File: config.mk
export PLATFORM = sky130hd
export DESIGN_NAME = ga_run_ctrl
export DESIGN_NICKNAME = d
export VERILOG_FILES = /design/src/rtl/ga_run_ctrl.sv
export SDC_FILE = /design/constraint.sdc
export NUM_CORES = 1
export LEC_CHECK = 0
export BUFFER_PORTS_ARGS = -buffer_cell sky130_fd_sc_hd__buf_2
export CORE_MARGIN = 2
export CORE_UTILIZATION = 52
export CTS_CLUSTER_DIAMETER = 200
export DETAILED_ROUTE_END_ITERATION = 8
export PLACE_DENSITY = 0.77
export REMOVE_ABC_BUFFERS = 1
export SLEW_MARGIN = 20
export SYNTH_ARGS = -nofsm -noshare
export SYNTH_HDL_FRONTEND = slang
export SYNTH_SLANG_ARGS = --single-unit
File: constraint.sdc
create_clock -name CLK_i -period 2.8 [get_ports CLK_i]
set_input_delay 0.14 -clock CLK_i [delete_from_list [all_inputs] [get_ports CLK_i]]
set_output_delay 0.14 -clock CLK_i [all_outputs]
set_load 0.01 [all_outputs]
File: src/rtl/ga_run_ctrl.sv
// ga_run_ctrl: holds the GA core start line until done, latches the best X/Y/Z result,
// then streams it as a byte frame to uart_tx. Define GA_FRAME_CHECKSUM_EN to append an XOR checksum byte.
module ga_run_ctrl #(
    parameter logic [31:0] TIMEOUT_CYCLES = 32'd10_000_000,
    parameter logic [7:0]  SYNC_BYTE      = 8'hA5
) (
    input  logic        CLK_i,
    input  logic        RSTN_i,
    input  logic        EN_i,
    output logic        GA_START_o,
    input  logic        GA_DONE_i,
    input  logic [27:0] GA_X_i,
    input  logic [27:0] GA_Y_i,
    input  logic [27:0] GA_Z_i,
    output logic [27:0] X_o,
    output logic [27:0] Y_o,
    output logic [27:0] Z_o,
    output logic        TX_DV_o,
    output logic [7:0]  TX_BYTE_o,
    input  logic        TX_DONE_i,
    output logic        BUSY_o,
    output logic        FINISHED_o,
    output logic        TIMEOUT_o
);

`ifdef GA_FRAME_CHECKSUM_EN
    localparam logic [3:0] LAST_IDX = 4'd13;
`else
    localparam logic [3:0] LAST_IDX = 4'd12;
`endif

    typedef enum logic [2:0] {
        ST_IDLE    = 3'd0,
        ST_RUN     = 3'd1,
        ST_SEND    = 3'd2,
        ST_WAIT_TX = 3'd3,
        ST_DONE    = 3'd4
    } state_t;

    state_t      state_r, state_s;
    logic        en_r;
    logic        rise_s;
    logic [31:0] cnt_r, cnt_s;
    logic [3:0]  idx_r, idx_s;
    logic [27:0] x_r, x_s, y_r, y_s, z_r, z_s;
    logic        ga_start_r, ga_start_s;
    logic        tx_dv_r, tx_dv_s;
    logic [7:0]  tx_byte_r, tx_byte_s;
    logic [7:0]  byte_s;
    logic        busy_r, busy_s;
    logic        finished_r, finished_s;
    logic        timeout_r, timeout_s;
`ifdef GA_FRAME_CHECKSUM_EN
    logic [7:0]  csum_r, csum_s;
`endif

    // Payload words are zero-extended to 32 bits and sent MSB byte first.
    function automatic logic [7:0] frame_byte(input logic [3:0] idx,
                                              input logic [27:0] x,
                                              input logic [27:0] y,
                                              input logic [27:0] z);
        logic [31:0] wx, wy, wz;
        wx = {4'b0000, x};
        wy = {4'b0000, y};
        wz = {4'b0000, z};
        case (idx)
            4'd0:    frame_byte = SYNC_BYTE;
            4'd1:    frame_byte = wx[31:24];
            4'd2:    frame_byte = wx[23:16];
            4'd3:    frame_byte = wx[15:8];
            4'd4:    frame_byte = wx[7:0];
            4'd5:    frame_byte = wy[31:24];
            4'd6:    frame_byte = wy[23:16];
            4'd7:    frame_byte = wy[15:8];
            4'd8:    frame_byte = wy[7:0];
            4'd9:    frame_byte = wz[31:24];
            4'd10:   frame_byte = wz[23:16];
            4'd11:   frame_byte = wz[15:8];
            4'd12:   frame_byte = wz[7:0];
            default: frame_byte = 8'h00;
        endcase
    endfunction

    assign rise_s = EN_i & ~en_r;

    // Next-state and next-output computation for every registered signal.
    always_comb begin
        state_s    = state_r;
        cnt_s      = cnt_r;
        idx_s      = idx_r;
        x_s        = x_r;
        y_s        = y_r;
        z_s        = z_r;
        ga_start_s = ga_start_r;
        tx_dv_s    = 1'b0;
        tx_byte_s  = tx_byte_r;
        finished_s = finished_r;
        timeout_s  = timeout_r;
        byte_s     = 8'h00;
`ifdef GA_FRAME_CHECKSUM_EN
        csum_s     = csum_r;
`endif
        case (state_r)
            ST_IDLE: begin
                if (rise_s) begin
                    state_s    = ST_RUN;
                    finished_s = 1'b0;
                    timeout_s  = 1'b0;
                    cnt_s      = 32'd0;
                    ga_start_s = 1'b1;
                end else begin
                    state_s = ST_IDLE;
                end
            end
            ST_RUN: begin
                // Done has priority over a timeout landing on the same edge.
                if (GA_DONE_i) begin
                    x_s        = GA_X_i;
                    y_s        = GA_Y_i;
                    z_s        = GA_Z_i;
                    ga_start_s = 1'b0;
                    idx_s      = 4'd0;
                    state_s    = ST_SEND;
`ifdef GA_FRAME_CHECKSUM_EN
                    csum_s     = 8'h00;
`endif
                end else if ((TIMEOUT_CYCLES != 32'd0) && (cnt_r == (TIMEOUT_CYCLES - 32'd1))) begin
                    timeout_s  = 1'b1;
                    ga_start_s = 1'b0;
                    state_s    = ST_IDLE;
                end else begin
                    cnt_s = cnt_r + 32'd1;
                end
            end
            ST_SEND: begin
                byte_s = frame_byte(idx_r, x_r, y_r, z_r);
`ifdef GA_FRAME_CHECKSUM_EN
                if (idx_r == LAST_IDX) begin
                    byte_s = csum_r;
                end else if (idx_r != 4'd0) begin
                    csum_s = csum_r ^ byte_s;
                end else begin
                    csum_s = csum_r;
                end
`endif
                tx_dv_s   = 1'b1;
                tx_byte_s = byte_s;
                state_s   = ST_WAIT_TX;
            end
            ST_WAIT_TX: begin
                if (TX_DONE_i) begin
                    if (idx_r == LAST_IDX) begin
                        finished_s = 1'b1;
                        state_s    = ST_DONE;
                    end else begin
                        idx_s   = idx_r + 4'd1;
                        state_s = ST_SEND;
                    end
                end else begin
                    state_s = ST_WAIT_TX;
                end
            end
            ST_DONE: begin
                idx_s   = 4'd0;
                state_s = ST_IDLE;
            end
            default: begin
                ga_start_s = 1'b0;
                idx_s      = 4'd0;
                state_s    = ST_IDLE;
            end
        endcase
        busy_s = (state_s != ST_IDLE);
    end

    // State, datapath and output registers.
    always_ff @(posedge CLK_i or negedge RSTN_i) begin
        if (!RSTN_i) begin
            state_r    <= ST_IDLE;
            en_r       <= 1'b0;
            cnt_r      <= 32'd0;
            idx_r      <= 4'd0;
            x_r        <= 28'd0;
            y_r        <= 28'd0;
            z_r        <= 28'd0;
            ga_start_r <= 1'b0;
            tx_dv_r    <= 1'b0;
            tx_byte_r  <= 8'h00;
            busy_r     <= 1'b0;
            finished_r <= 1'b0;
            timeout_r  <= 1'b0;
`ifdef GA_FRAME_CHECKSUM_EN
            csum_r     <= 8'h00;
`endif
        end else begin
            state_r    <= state_s;
            en_r       <= EN_i;
            cnt_r      <= cnt_s;
            idx_r      <= idx_s;
            x_r        <= x_s;
            y_r        <= y_s;
            z_r        <= z_s;
            ga_start_r <= ga_start_s;
            tx_dv_r    <= tx_dv_s;
            tx_byte_r  <= tx_byte_s;
            busy_r     <= busy_s;
            finished_r <= finished_s;
            timeout_r  <= timeout_s;
`ifdef GA_FRAME_CHECKSUM_EN
            csum_r     <= csum_s;
`endif
        end
    end

    assign GA_START_o = ga_start_r;
    assign X_o        = x_r;
    assign Y_o        = y_r;
    assign Z_o        = z_r;
    assign TX_DV_o    = tx_dv_r;
    assign TX_BYTE_o  = tx_byte_r;
    assign BUSY_o     = busy_r;
    assign FINISHED_o = finished_r;
    assign TIMEOUT_o  = timeout_r;

endmodule
; Yosys cells after proc, flatten, opt, wreduce, memory -nomap -nowiden
; Index checks and enable logic that the tools add are counted.
[op_classes]
n_addsub = 2
eq_ne = 26
mux = 27
reduce_logical = 13
bitwise_logic = 4
[ops]
columns = cell, n
row1 = one-hot mux 8 bit (13 select lines), 1
row2 = 2-to-1 mux 32 bit, 3
row3 = one-hot mux 32 bit (2 select lines), 1
row4 = adder 32 x 1 -> 32 bit (second input constant), 1
row5 = equality test 32 x 24 -> 1 bit (second input constant), 1
row6 = equality test 4 bit (second input constant), 5
row7 = equality test 4 x 3 -> 1 bit (second input constant), 4
row8 = != test 2 bit (second input constant), 8
row9 = AND reduction 4 bit, 4
row10 = 2-to-1 mux 3 bit, 4
row11 = 2-to-1 mux 4 bit, 3
row12 = one-hot mux 3 bit (4 select lines), 1
row13 = one-hot mux 4 bit (3 select lines), 1
row14 = 2-to-1 mux 1 bit, 10
row15 = equality test 4 x 2 -> 1 bit (second input constant), 2
row16 = equality test 3 x 2 -> 1 bit (second input constant), 2
row17 = adder 4 x 1 -> 4 bit (second input constant), 1
row18 = equality test 4 x 1 -> 1 bit (second input constant), 1
row19 = logical NOT 4 bit, 1
row20 = one-hot mux 1 bit (2 select lines), 2
row21 = nonzero test 2 bit, 2
row22 = equality test 3 x 1 -> 1 bit (second input constant), 1
row23 = equality test 3 bit (second input constant), 1
row24 = logical NOT 3 bit, 1
row25 = 9 further kinds, 11
[totals]
input_bits = 89
wordCells = 85
ff_bits = 137

; Longest topological paths before layout
; Gate-level depths: netlist (run 1).
[logic_depth]
depth_word = 5
ltp_mapped = 8
depth_no_buf = 7

; Worst setup path before layout (run 1)
; Ideal clock, no wire load.
[synth_path]
path_kind = register -> register
from = reg cnt_r[11]
to = reg busy_r, in the netlist BUSY_o
stages_incl_launch_ff = 6
synth_period_minus_slack_ns = 1.960
required_ns = 2.669
setup_time_ns = 0.131
setup_slack_ns = 0.840
arrival_time_ns = 1.828
n_path_buf = 0
path_cell_list = dfrtp_1 > or4b_2 > nor4_1 > and3_2 > nor2_2 > or3_1
[synth_via]
elab_chain_cells = 5
[synth_lines]
columns = element, line
row1 = "start, declared", 43  ; logic [31:0] cnt_r, cnt_s;
row2 = "start signal, assigned", 198  ; cnt_r <= cnt_s;
row3 = equality test 32 x 24 -> 1 bit, 127  ; end else if ((TIMEOUT_CYCLES != 32'd0) && (cnt_r == (TIMEOUT_CYCLES - 32'd1))) begin
row4 = 2-to-1 mux 3 bit, 127
row5 = 2-to-1 mux 3 bit, 117  ; if (GA_DONE_i) begin
row6 = one-hot mux 3 bit (4 select lines), 103  ; case (state_r)
row7 = nonzero test 3 bit, 173  ; busy_s = (state_s != ST_IDLE);
row8 = net busy_s, 50  ; logic busy_r, busy_s;
row9 = "end signal, assigned", 206  ; busy_r <= busy_s;
row10 = "end, declared", 50
; The timed path passes the listed nets, and every way through them passes these cells.
; A chain may end at the register's enable or synchronous reset.

; Worst setup path after layout (run 1)
[layout_path]
from = reg state_r[0]
to = reg cnt_r[13]
[layout_via]
elab_chain_cells = 3
[layout_lines]
columns = element, line
row1 = "start, declared", 40  ; state_t state_r, state_s;
row2 = "start signal, assigned", 196  ; state_r <= state_s;
row3 = equality test 3 x 1 -> 1 bit or logical NOT 3 bit (tied branches), 103
row4 = != test 2 bit (no source line) or nonzero test 2 bit (tied branches), -
row5 = AND reduction 4 bit (no source line), -
; Parallel ways exist; a longest one is shown, timed or not.

==> results of run 1 <==
-- metrics by stage --
stage	total power, mW	instance area [sq um]
after floorplan	5.20	6280
after global placement	6.54	7560
after detailed placement	6.67	7560
after CTS	8.97	9000
after global routing	9.55	9000
final	9.09	9000
-- critical path, cell delays in order (launching register included) --
cell	delay, ns
dfrtp_1	0.52
or4b_1	0.68
nor3_4	0.56
nand4_1	0.21
xor2_1	0.17
nor2_1	0.05
-- registers in the layout, indices dropped and copies added, names as in the netlist, 3 cells and up --
signal	flops
cnt_r	32
X_o	28
Y_o	28
Z_o	28
TX_BYTE_o	8
idx_r	4
state_r	3
-- per-layer routing --
| layer | wire length [um] | GRT usage | share of wire |
|---|---|---|---|
| met1 | 7770 | 0.370 | 0.40 |
| met2 | 9950 | 0.522 | 0.51 |
| met3 | 1130 | 0.0664 | 0.058 |
| met4 | 748 | 0.162 | 0.038 |
| met5 | 0 | 0 | 0 |
-- layout make-up --
class	instances	share of cell area
Tap cell	168	0.0234
Clock inverter	8	0.0104
Timing Repair Buffer	286	0.214
Sequential cell	137	0.381
Multi-Input combinational cell	380	0.313
Clock buffer	24	0.0535
Inverter	11	0.00459
-- cells in the final DEF, fill, tap and decap left out, types with 3 or more instances in the layout --
| master | instances |
|---|---|
| nand3_1 | 22 |
| o31ai_1 | 5 |
| clkbuf_1 | 4 |
| ha_1 | 5 |
| or4_1 | 5 |
| a221oi_1 | 5 |
| buf_2 | 184 |
| mux2i_1 | 4 |
| a21oi_1 | 17 |
| nand4_1 | 13 |
| nand2_1 | 44 |
| nor3_1 | 3 |
| nor4_1 | 6 |
| nor2_1 | 34 |
| clkbuf_8 | 3 |
| nor2b_1 | 3 |
| o21ai_0 | 22 |
| or3_1 | 6 |
| and3_1 | 7 |
| a311oi_1 | 4 |
| xor2_1 | 23 |
| clkbuf_16 | 17 |
| inv_1 | 10 |
| dlygate4sd3_1 | 86 |
| buf_4 | 14 |
| dfrtp_1 | 137 |
| mux2_2 | 86 |
| a22oi_1 | 17 |
| clkinv_2 | 5 |
| a22o_1 | 7 |
-- worst max-delay path by stage --
| stage | to | slack [ns] | cells after the start |
|---|---|---|---|
| 3_5_place_dp | cnt_r[31]$_DFFE_PN0P_ | 0.52 | 5 |
| 3_3_place_gp | cnt_r[25]$_DFFE_PN0P_ | 0.59 | 5 |
| 5_1_grt | cnt_r[31]$_DFFE_PN0P_ | 0.28 | 5 |
| 6_report | cnt_r[13]$_DFFE_PN0P_ | 0.48 | 5 |
| 4_1_cts | cnt_r[13]$_DFFE_PN0P_ | 0.49 | 5 |
| 2_1_floorplan | X_o[0]$_DFFE_PN0P_ | -0.47 | 3 |
-- report_power, final --
part / switching, mW / internal [mW]
sequential: 0.717 / 2.73
clock: 0.819 / 1.37
combinational: 1.81 / 1.64
-- what timing repair did --
action	CTS	global route
hold buffers	86	0
gates resized for setup	0	0
endpoints found under the hold margin	124	0
-- cell families after synthesis --
family                     Yosys count  share of synthesized area
adders and majority gates            5                    0.00973
and+or+nand+nor                    161                      0.130
xor gates and xnor gates            23                     0.0313
AOI/OAI and AO/OA                  101                      0.109
muxes                               90                      0.157
DFF                                137                      0.533
buffers and inverters               45                     0.0296
==> summary.md, run 1 <==
| Metric | Value |
|---|---|
| Worst-skew pair later-pin latency | `0.42 ns` |
| Max-cap violations | `0` |
| Endpoints failing setup | `0` |
| Async SR Flop Fraction | `1.00` |
| # rows | `40` |
| Clock buffer count from CTS | `17` |
| Hold Fails Final Rpt | `0` |
| Tot GR Track Use | `0.308` |
| Root Buffer | `clkbuf_16` |
| Crit start category | `flop` |
| IO Pins | `186` |
| Mapped Cells | `562` |
| HP Start | `TX_DONE_i` |
| Die area | `0.0133 sq mm` |
| CP endpoint kind | `flop` |
| Sequential cell area | `0.00343 sq mm` |
| Launch point of the worst reg-to-reg path | `state_r[0]$_DFF_PN0_` |
| Final net count | `927` |
| Critical Path Start | `state_r[0]$_DFF_PN0_` |
| Synth warnings | `0` |
| Maximum number of pins on one net before global-route repair | `63` |
| Worst Hold Endpoint | `state_r[2]$_DFF_PN0_` |
| Crit path DAT | `2.60 ns` |
| Hold slack | `0.0792 ns` |
| Synth Area per Inst | `11.4 sq um` |
| Worst hold path class | `input pin to flop` |
| Post-synth EDFFs | `0` |
| Drt via density | `5.78` |
| Post-layout minimum cycle time | `2.32 ns` |
| # diodes | `0` |
| Max-slew violations | `0` |
| Reg2reg setup slack | `0.48 ns` |
| VDD IR-drop max | `0.000698 V` |
| Clk slew on worst S/H paths | `0.06 ns` |
| Remaining antenna violation count | `0` |
| WP data required | `3.09 ns` |
| Reg2reg end | `cnt_r[13]$_DFFE_PN0P_` |
| Ranking of synthesized cells by area | `dfrtp_1 (53%), mux2_2 (15%), xor2_1 (3.1%), nand2_1 (2.6%), a22oi_1 (2.0%)` |
| Worst-path maximum fanout | `13` |
| Post-CTS setup buffers | `0` |
| Post-Syn Area | `0.00643 sq mm` |
| First-pass GRT wire length | `31,300 um` |
| Wire per inst | `19.3 um` |
| Initial antenna violation count | `0` |
| Final cell count without fillers | `1,014` |
| Via count of the first global-routing pass | `6,006` |
| Layout Utilization | `0.746` |
| Clk_skew | `0.00844 ns` |
| Synth cell types | `55` |
| GRT overflow | `0` |
| Setup WS post-layout | `0.484 ns` |
| Post-synth top area cell | `dfrtp_1` |
| Number of DRC markers in iteration 0 | `550` |
| Longest Clk Path Bufs | `2` |
| Multi-input logic area | `0.00282 sq mm` |
| RePlAce Congestion | `0.834` |
| Yosys top cell area share | `0.533` |
| Drt first pass iters | `5` |
| Rel. slew slack | `0.410` |
| Core Footprint | `0.0121 sq mm` |
| Static leakage | `4.23 nW` |
| Starting density of the core | `0.533` |
| Die height | `115 um` |
| Register bit total from synthesis | `137` |
| Crit Path Class | `flop to flop` |
| RSZ-0062 raised after global routing | `false` |
| Setup_tns | `0 ns` |
| Filler cell count | `744` |
| Post-synth top flop | `dfrtp_1` |
| Share of layout cells above drive strength 1 | `0.387` |
| Worst slack, placed | `0.524 ns` |
| # H-tree levels | `4` |
| Port Buffer Count | `185` |
| Power Dens Cells | `1010 mW/mm^2` |
| Detailed Place HPWL | `11,900 um` |
| Tcrit/Tclk final | `0.827` |
| Commonest cells post-synth | `dfrtp_1 (137), mux2_2 (86), nand2_1 (44)` |
| Clk sinks | `137` |
| Tightest Pin Transition | `0.878 ns` |
| Via count | `5,861` |
| Placed Instances | `896` |
| Max Freq | `432 MHz` |
| Status | `complete, no violations` |
| R2R depth | `5` |
| Most frequent cell after synthesis | `dfrtp_1` |
| Worst hold stages | `3` |
| TritonCTS clock tree | `yes` |
| P&R area growth vs syn | `40.0%` |
| Residual DRC | `0` |
| Routed wire length | `19,600 um` |
| Die width | `115 um` |
| Seq/Total Area, Yosys | `0.533` |
Power figures use the tool's default switching activity.
==> inputs of run 2 (changes only) <==
clock period = 2.3 ns   (was 2.8 ns; I/O delays follow)
==> summary.md, run 2 (synthesis gave the netlist of run 1 again) <==
| Metric | Value |
|---|---|
| Most common cell after layout, fill and taps aside | `buf_2 (unchanged)` |
| Post-layout minimum cycle time | `2.14 ns (was 2.32 ns)` |
| Setup WS post-layout | `0.163 ns (was 0.484 ns)` |
| Final cell count without fillers | `1,027 (was 1,014)` |
| Final net count | `941 (was 927)` |
| Drt first pass iters | `5 (unchanged)` |
| Via count | `5,962 (was 5,861)` |
| Tcrit/Tclk final | `0.929 (was 0.827)` |
| Status | `complete, no violations (unchanged)` |
| Tightest Pin Transition | `0.700 ns (was 0.878 ns)` |
| Max-cap violations | `0 (unchanged)` |
| Starting density of the core | `0.533 (unchanged)` |
| Worst-skew pair later-pin latency | `0.43 ns (was 0.42 ns)` |
| Most frequent cells in the layout | `buf_2 (184), dfrtp_1 (137), mux2_2 (86), dlygate4sd3_1 (86), nand2_1 (44) (unchanged)` |
| Crit Path Class | `flop to flop (unchanged)` |
| Number of DRC markers in iteration 0 | `446 (was 550)` |
| Critical Path Start | `cnt_r[21]$_DFFE_PN0P_ (was state_r[0]$_DFF_PN0_)` |
| # diodes | `0 (unchanged)` |
| Crit path DAT | `2.44 ns (was 2.60 ns)` |
| Endpoints failing setup | `0 (unchanged)` |
| Reg2reg setup slack | `0.16 ns (was 0.48 ns)` |
| Clock buffer count from CTS | `17 (unchanged)` |
| Wire per inst | `19.8 um (was 19.3 um)` |
| Die height | `115 um (unchanged)` |
| CP bufs+invs | `0 (unchanged)` |
| Detailed Place HPWL | `12,300 um (was 11,900 um)` |
| Routed wire length | `20,400 um (was 19,600 um)` |
| Launch point of the worst reg-to-reg path | `cnt_r[21]$_DFFE_PN0P_ (was state_r[0]$_DFF_PN0_)` |
| Remaining antenna violation count | `0 (unchanged)` |
| First-pass GRT wire length | `32,100 um (was 31,300 um)` |
| Hold slack | `0.0547 ns (was 0.0792 ns)` |
| Share of layout cells above drive strength 1 | `0.398 (was 0.387)` |
| IO Pins | `186 (unchanged)` |
| Max reg flops | `32 (unchanged)` |
| Clk_skew | `0.00779 ns (was 0.00844 ns)` |
| Core Footprint | `0.0121 sq mm (unchanged)` |
| P&R area growth vs syn | `42.6% (was 40.0%)` |
| Worst slack, placed | `0.114 ns (was 0.524 ns)` |
| Via count of the first global-routing pass | `6,231 (was 6,006)` |
| VDD IR-drop max | `0.000766 V (was 0.000698 V)` |
| Power Dens Cells | `1240 mW/mm^2 (was 1010 mW/mm^2)` |
| CP endpoint kind | `flop (unchanged)` |
| Die width | `115 um (unchanged)` |
| Die area | `0.0133 sq mm (unchanged)` |
| Clk sinks | `137 (unchanged)` |
| Residual DRC | `0 (unchanged)` |
| Drt via density | `5.81 (was 5.78)` |
| Hold Fails Final Rpt | `0 (unchanged)` |
| Maximum number of pins on one net before global-route repair | `64 (was 63)` |
| CP delay by family, top | `simple AND/OR/NAND/NOR gates (unchanged)` |
| RSZ-0062 raised after global routing | `false (unchanged)` |
| # H-tree levels | `4 (unchanged)` |
| WP data required | `2.60 ns (was 3.09 ns)` |
| TritonCTS clock tree | `yes (unchanged)` |
| Static leakage | `4.32 nW (was 4.23 nW)` |
| Placed Instances | `910 (was 896)` |
| Worst-path maximum fanout | `7 (was 13)` |
| Tot GR Track Use | `0.317 (was 0.308)` |
| Max-slew violations | `0 (unchanged)` |
| Clk slew on worst S/H paths | `0.06 ns (about the same)` |
| CP Cell Sequence | `or4b_1, nor4_2, and3_2, nor2_2, or3_1 (was or4b_1, nor3_4, nand4_1, xor2_1, nor2_1)` |
| Initial antenna violation count | `0 (unchanged)` |
| Crit start category | `flop (unchanged)` |
| Port Buffer Count | `185 (unchanged)` |
| GRT overflow | `0 (unchanged)` |
| Crit. path cell count | `5 (unchanged)` |
| Reg2reg end | `BUSY_o$_DFF_PN0_ (was cnt_r[13]$_DFFE_PN0P_)` |
| Root Buffer | `clkbuf_16 (unchanged)` |
| Crit-path max cell delay | `0.57 ns (was 0.68 ns)` |
| # rows | `40 (unchanged)` |
| Longest Clk Path Bufs | `2 (unchanged)` |
| Crit path to | `BUSY_o$_DFF_PN0_ (was cnt_r[13]$_DFFE_PN0P_)` |
| Layout Utilization | `0.760 (was 0.746)` |
| Max Freq | `468 MHz (was 432 MHz)` |
| Rel. slew slack | `0.533 (was 0.410)` |
| R2R depth | `5 (unchanged)` |
| Slowest cell on crit path | `or4b_1 (unchanged)` |
| RePlAce Congestion | `0.874 (was 0.834)` |
| Worst hold path class | `input pin to flop (unchanged)` |
| Reg with most FFs | `cnt_r (unchanged)` |
## run 2: cell types whose count changed in the layout (fill, tap and decap cells not counted), sizes merged
| cell | previous run | this run |
|---|---|---|
| clkbuf | 24 | 23 |
| clkinv | 7 | 5 |
| bufinv | 2 | 4 |
| buf | 200 | 214 |
## run 2: cell type report
type | instances | area [sq um]
multi-input cells | 380 | 2830
clock inverters | 8 | 144
repair buffers | 300 | 2040
inverters | 11 | 41.3
clock buffers | 23 | 468
well taps | 168 | 210
flip-flops and latches | 137 | 3430
fillers | 713 | 2900
## run 2: routing by layer
metal	global-route usage	up-vias	wire, um	share of wire
met5	0	-	0	0
met4	0.170	0	949	0.047
met3	0.0780	79	1300	0.064
met2	0.543	289	10300	0.51
met1	0.367	2958	7780	0.38
li1	-	2636	-	-
## run 2: timing repair
action	in CTS	in global routing
resized for setup	0	2
hold endpoints to repair	112	0
buffers inserted	0	0
hold buffers	86	0
endpoints found under the setup margin	0	3
## run 2: report_power, final
group | total, mW | switching [mW] | leakage [nW] | internal [mW]
logic | 4.38 | 2.32 | 2.32 | 2.06
clock network | 2.87 | 1.01 | 0.301 | 1.86
registers | 4.14 | 0.810 | 1.70 | 3.33
total | 11.4 | 4.14 | 4.32 | 7.25
## run 2: tightest hold or removal path: stages
cell     delay (ns)
buf_2          0.12
nand3_1        0.13
nor2_1         0.07
## run 2: worst min-delay path by stage
stage,cells past startpoint,from,slack [ns],to
after global routing,3,TX_DONE_i,0.06,state_r[2]$_DFF_PN0_
final,3,TX_DONE_i,0.05,state_r[2]$_DFF_PN0_
after floorplan,0,RSTN_i,-0.18,BUSY_o$_DFF_PN0_
after detailed placement,1,RSTN_i,0.07,X_o[3]$_DFFE_PN0P_
after global placement,1,RSTN_i,0.07,X_o[3]$_DFFE_PN0P_
after CTS,3,TX_DONE_i,0.03,state_r[2]$_DFF_PN0_
## run 2: per-stage QoR
stage,cell area (sq um),power [mW],TNS (ns)
after global placement,7680,8.03,0
after CTS,9160,11.2,0
final,9170,11.4,0
after floorplan,6280,6.33,-97.01
after global routing,9170,11.9,0
after detailed placement,7680,8.20,0
==> inputs of run 3 (changes only) <==
CTS_BUF_LIST = sky130_fd_sc_hd__clkbuf_16   (was unset)
==> summary.md, run 3 (synthesis gave the netlist of run 1 again) <==
| Metric | Value |
|---|---|
| Starting density of the core | `0.533 (unchanged)` |
| Via count | `5,888 (was 5,962)` |
| Routed wire length | `20,100 um (was 20,400 um)` |
| Clk sinks | `137 (unchanged)` |
| Die width | `115 um (unchanged)` |
| TritonCTS clock tree | `yes (unchanged)` |
| # diodes | `0 (unchanged)` |
| Clk_skew | `0.00586 ns (was 0.00779 ns)` |
| Drt first pass iters | `5 (unchanged)` |
| Status | `complete, no violations (unchanged)` |
| RSZ-0062 raised after global routing | `false (unchanged)` |
| Longest Clk Path Bufs | `2 (unchanged)` |
| Share of layout cells above drive strength 1 | `0.396 (was 0.398)` |
| CP endpoint kind | `flop (unchanged)` |
| Static leakage | `4.33 nW (was 4.32 nW)` |
| Max-cap violations | `0 (unchanged)` |
| Worst hold path class | `input pin to flop (unchanged)` |
| Post-route cell area | `0.00915 sq mm (was 0.00917 sq mm)` |
| Root Buffer | `clkbuf_16 (unchanged)` |
| Switching Fraction | `0.363 (was 0.364)` |
| Int Power | `7.16 mW (was 7.25 mW)` |
| # H-tree levels | `4 (unchanged)` |
| Wire per inst | `19.6 um (was 19.8 um)` |
| Detailed Place HPWL | `12,300 um (unchanged)` |
| Switching pwr | `4.09 mW (was 4.14 mW)` |
| Placed Instances | `910 (unchanged)` |
| Post-CTS setup buffers | `0 (unchanged)` |
| VDD IR-drop max | `0.000755 V (was 0.000766 V)` |
| Most frequent cells in the layout | `buf_2 (184), dfrtp_1 (137), mux2_2 (86), dlygate4sd3_1 (86), nand2_1 (44) (unchanged)` |
| Residual DRC | `0 (unchanged)` |
| Slowest cell on crit path | `or4b_1 (unchanged)` |
| Drt via density | `5.73 (was 5.81)` |
| RePlAce Congestion | `0.874 (unchanged)` |
| First-pass GRT wire length | `31,600 um (was 32,100 um)` |
| Final net count | `941 (unchanged)` |
| Clk slew on worst S/H paths | `0.06 ns (about the same)` |
| CP bufs+invs | `0 (unchanged)` |
| Port Buffer Count | `185 (unchanged)` |
| GRT overflow | `0 (unchanged)` |
| Rel. slew slack | `0.573 (was 0.533)` |
| P&R area growth vs syn | `42.3% (was 42.6%)` |
| CP Cell Sequence | `or4b_1, nor4_2, and3_2, nor2_2, or3_1 (unchanged)` |
| Die area | `0.0133 sq mm (unchanged)` |
| Remaining antenna violation count | `0 (unchanged)` |
| Die height | `115 um (unchanged)` |
| Max Freq | `469 MHz (was 468 MHz)` |
| Endpoints failing setup | `0 (unchanged)` |
| Max-slew violations | `0 (unchanged)` |
| Number of DRC markers in iteration 0 | `461 (was 446)` |
| Crit Path Class | `flop to flop (unchanged)` |
| Max reg flops | `32 (unchanged)` |
| Reg with most FFs | `cnt_r (unchanged)` |
| Filler cell count | `722 (was 713)` |
| Maximum number of pins on one net before global-route repair | `64 (unchanged)` |
| # rows | `40 (unchanged)` |
| Tcrit/Tclk final | `0.927 (was 0.929)` |
| WP data required | `2.60 ns (about the same)` |
| Hold Fails Final Rpt | `0 (unchanged)` |
| Cell Area, Placed | `0.00768 sq mm (unchanged)` |
| Crit path DAT | `2.43 ns (was 2.44 ns)` |
| Initial antenna violation count | `0 (unchanged)` |
| Final cell count without fillers | `1,027 (unchanged)` |
| Worst-skew pair later-pin latency | `0.42 ns (was 0.43 ns)` |
| Layout Utilization | `0.758 (was 0.760)` |
| Seq pwr share | `0.368 (was 0.363)` |
| Overall Power | `11.3 mW (was 11.4 mW)` |
| Power Dens Cells | `1230 mW/mm^2 (was 1240 mW/mm^2)` |
| Tot GR Track Use | `0.311 (was 0.317)` |
| Worst-path maximum fanout | `7 (unchanged)` |
| Clock buffer count from CTS | `17 (unchanged)` |
| Tightest Pin Transition | `0.639 ns (was 0.700 ns)` |
| Most common cell after layout, fill and taps aside | `buf_2 (unchanged)` |
| Crit-path max cell delay | `0.57 ns (about the same)` |
| Crit start category | `flop (unchanged)` |
| Core Footprint | `0.0121 sq mm (unchanged)` |
| Setup_tns | `0 ns (unchanged)` |
| Via count of the first global-routing pass | `6,191 (was 6,231)` |
| CP delay by family, top | `simple AND/OR/NAND/NOR gates (unchanged)` |
| IO Pins | `186 (unchanged)` |
| Post-layout minimum cycle time | `2.13 ns (was 2.14 ns)` |
| Clock network fraction of total power | `0.247 (was 0.252)` |
| Combinational share of power | `0.385 (about the same)` |
run 3: changes by cell type in the layout (fill, tap and decap cells not counted), sizes merged:
cell / delta
clkinv: +2
clkbuf: -6
inv: +4
run 3: path summary, 6_finish.rpt:
kind	from	end	slack [ns]	cells past startpoint
worst min-delay path	TX_DONE_i	state_r[2]$_DFF_PN0_	0.05	3
worst max register to register	cnt_r[21]$_DFFE_PN0P_	BUSY_o$_DFF_PN0_	0.17	5
worst min register to register	TX_BYTE_o[4]$_DFFE_PN0P_	TX_BYTE_o[4]$_DFFE_PN0P_	0.48	2
min in group asynchronous	RSTN_i	TX_BYTE_o[6]$_DFFE_PN0P_	0.16	2
max in group asynchronous	RSTN_i	cnt_r[12]$_DFFE_PN0P_	1.31	3
worst max-delay path	cnt_r[21]$_DFFE_PN0P_	BUSY_o$_DFF_PN0_	0.17	5
run 3: cell type report:
class                      count  area, sq um  share of cell area
sequential                   137         3430               0.375
multi-input combinational    380         2830               0.309
timing repair buffer         300         2040               0.224
clock buffer                  17          425              0.0465
tap                          168          210              0.0230
clock inverter                14          166              0.0182
inverter                      11         41.3             0.00451
run 3: repair_timing:
action | CTS | global route
endpoints found under the hold margin | 112 | 0
hold buffers | 86 | 0
setup endpoints to repair | 0 | 3
gates resized for setup | 0 | 2
run 3: metrics by stage:
| step | setup WS [ns] | hold WS (ns) |
|---|---|---|
| finish | 0.167 | 0.0482 |
| global placement | 0.138 | 0.0680 |
| floorplan | -0.974 | -0.181 |
| global route | 0.0707 | 0.0599 |
| detailed placement | 0.114 | 0.0716 |
| CTS | 0.0960 | 0.0278 |
run 3: power by group through the flow:
stage / Combinational [mW] / Sequential [mW] / Clock, mW
after CTS: 4.23 / 4.07 / 2.79
after global placement: 4.00 / 4.03 / 0
after floorplan: 1.90 / 4.43 / 0
final: 4.33 / 4.14 / 2.78
after detailed placement: 4.09 / 4.10 / 0
after global routing: 4.66 / 4.23 / 2.91
run 3: worst min-delay path, cell delays in order:
cell and delay (ns):
buf_2 0.12, nand3_1 0.13, nor2_1 0.06
run 3: metal layers:
metal  vias to the layer above  GRT usage  wire (um)
li1                       2632          -          -
met1                      2928      0.365       7880
met2                       262      0.539      10200
met3                        66     0.0712       1120
met4                         0      0.156        853
met5                         -          0          0
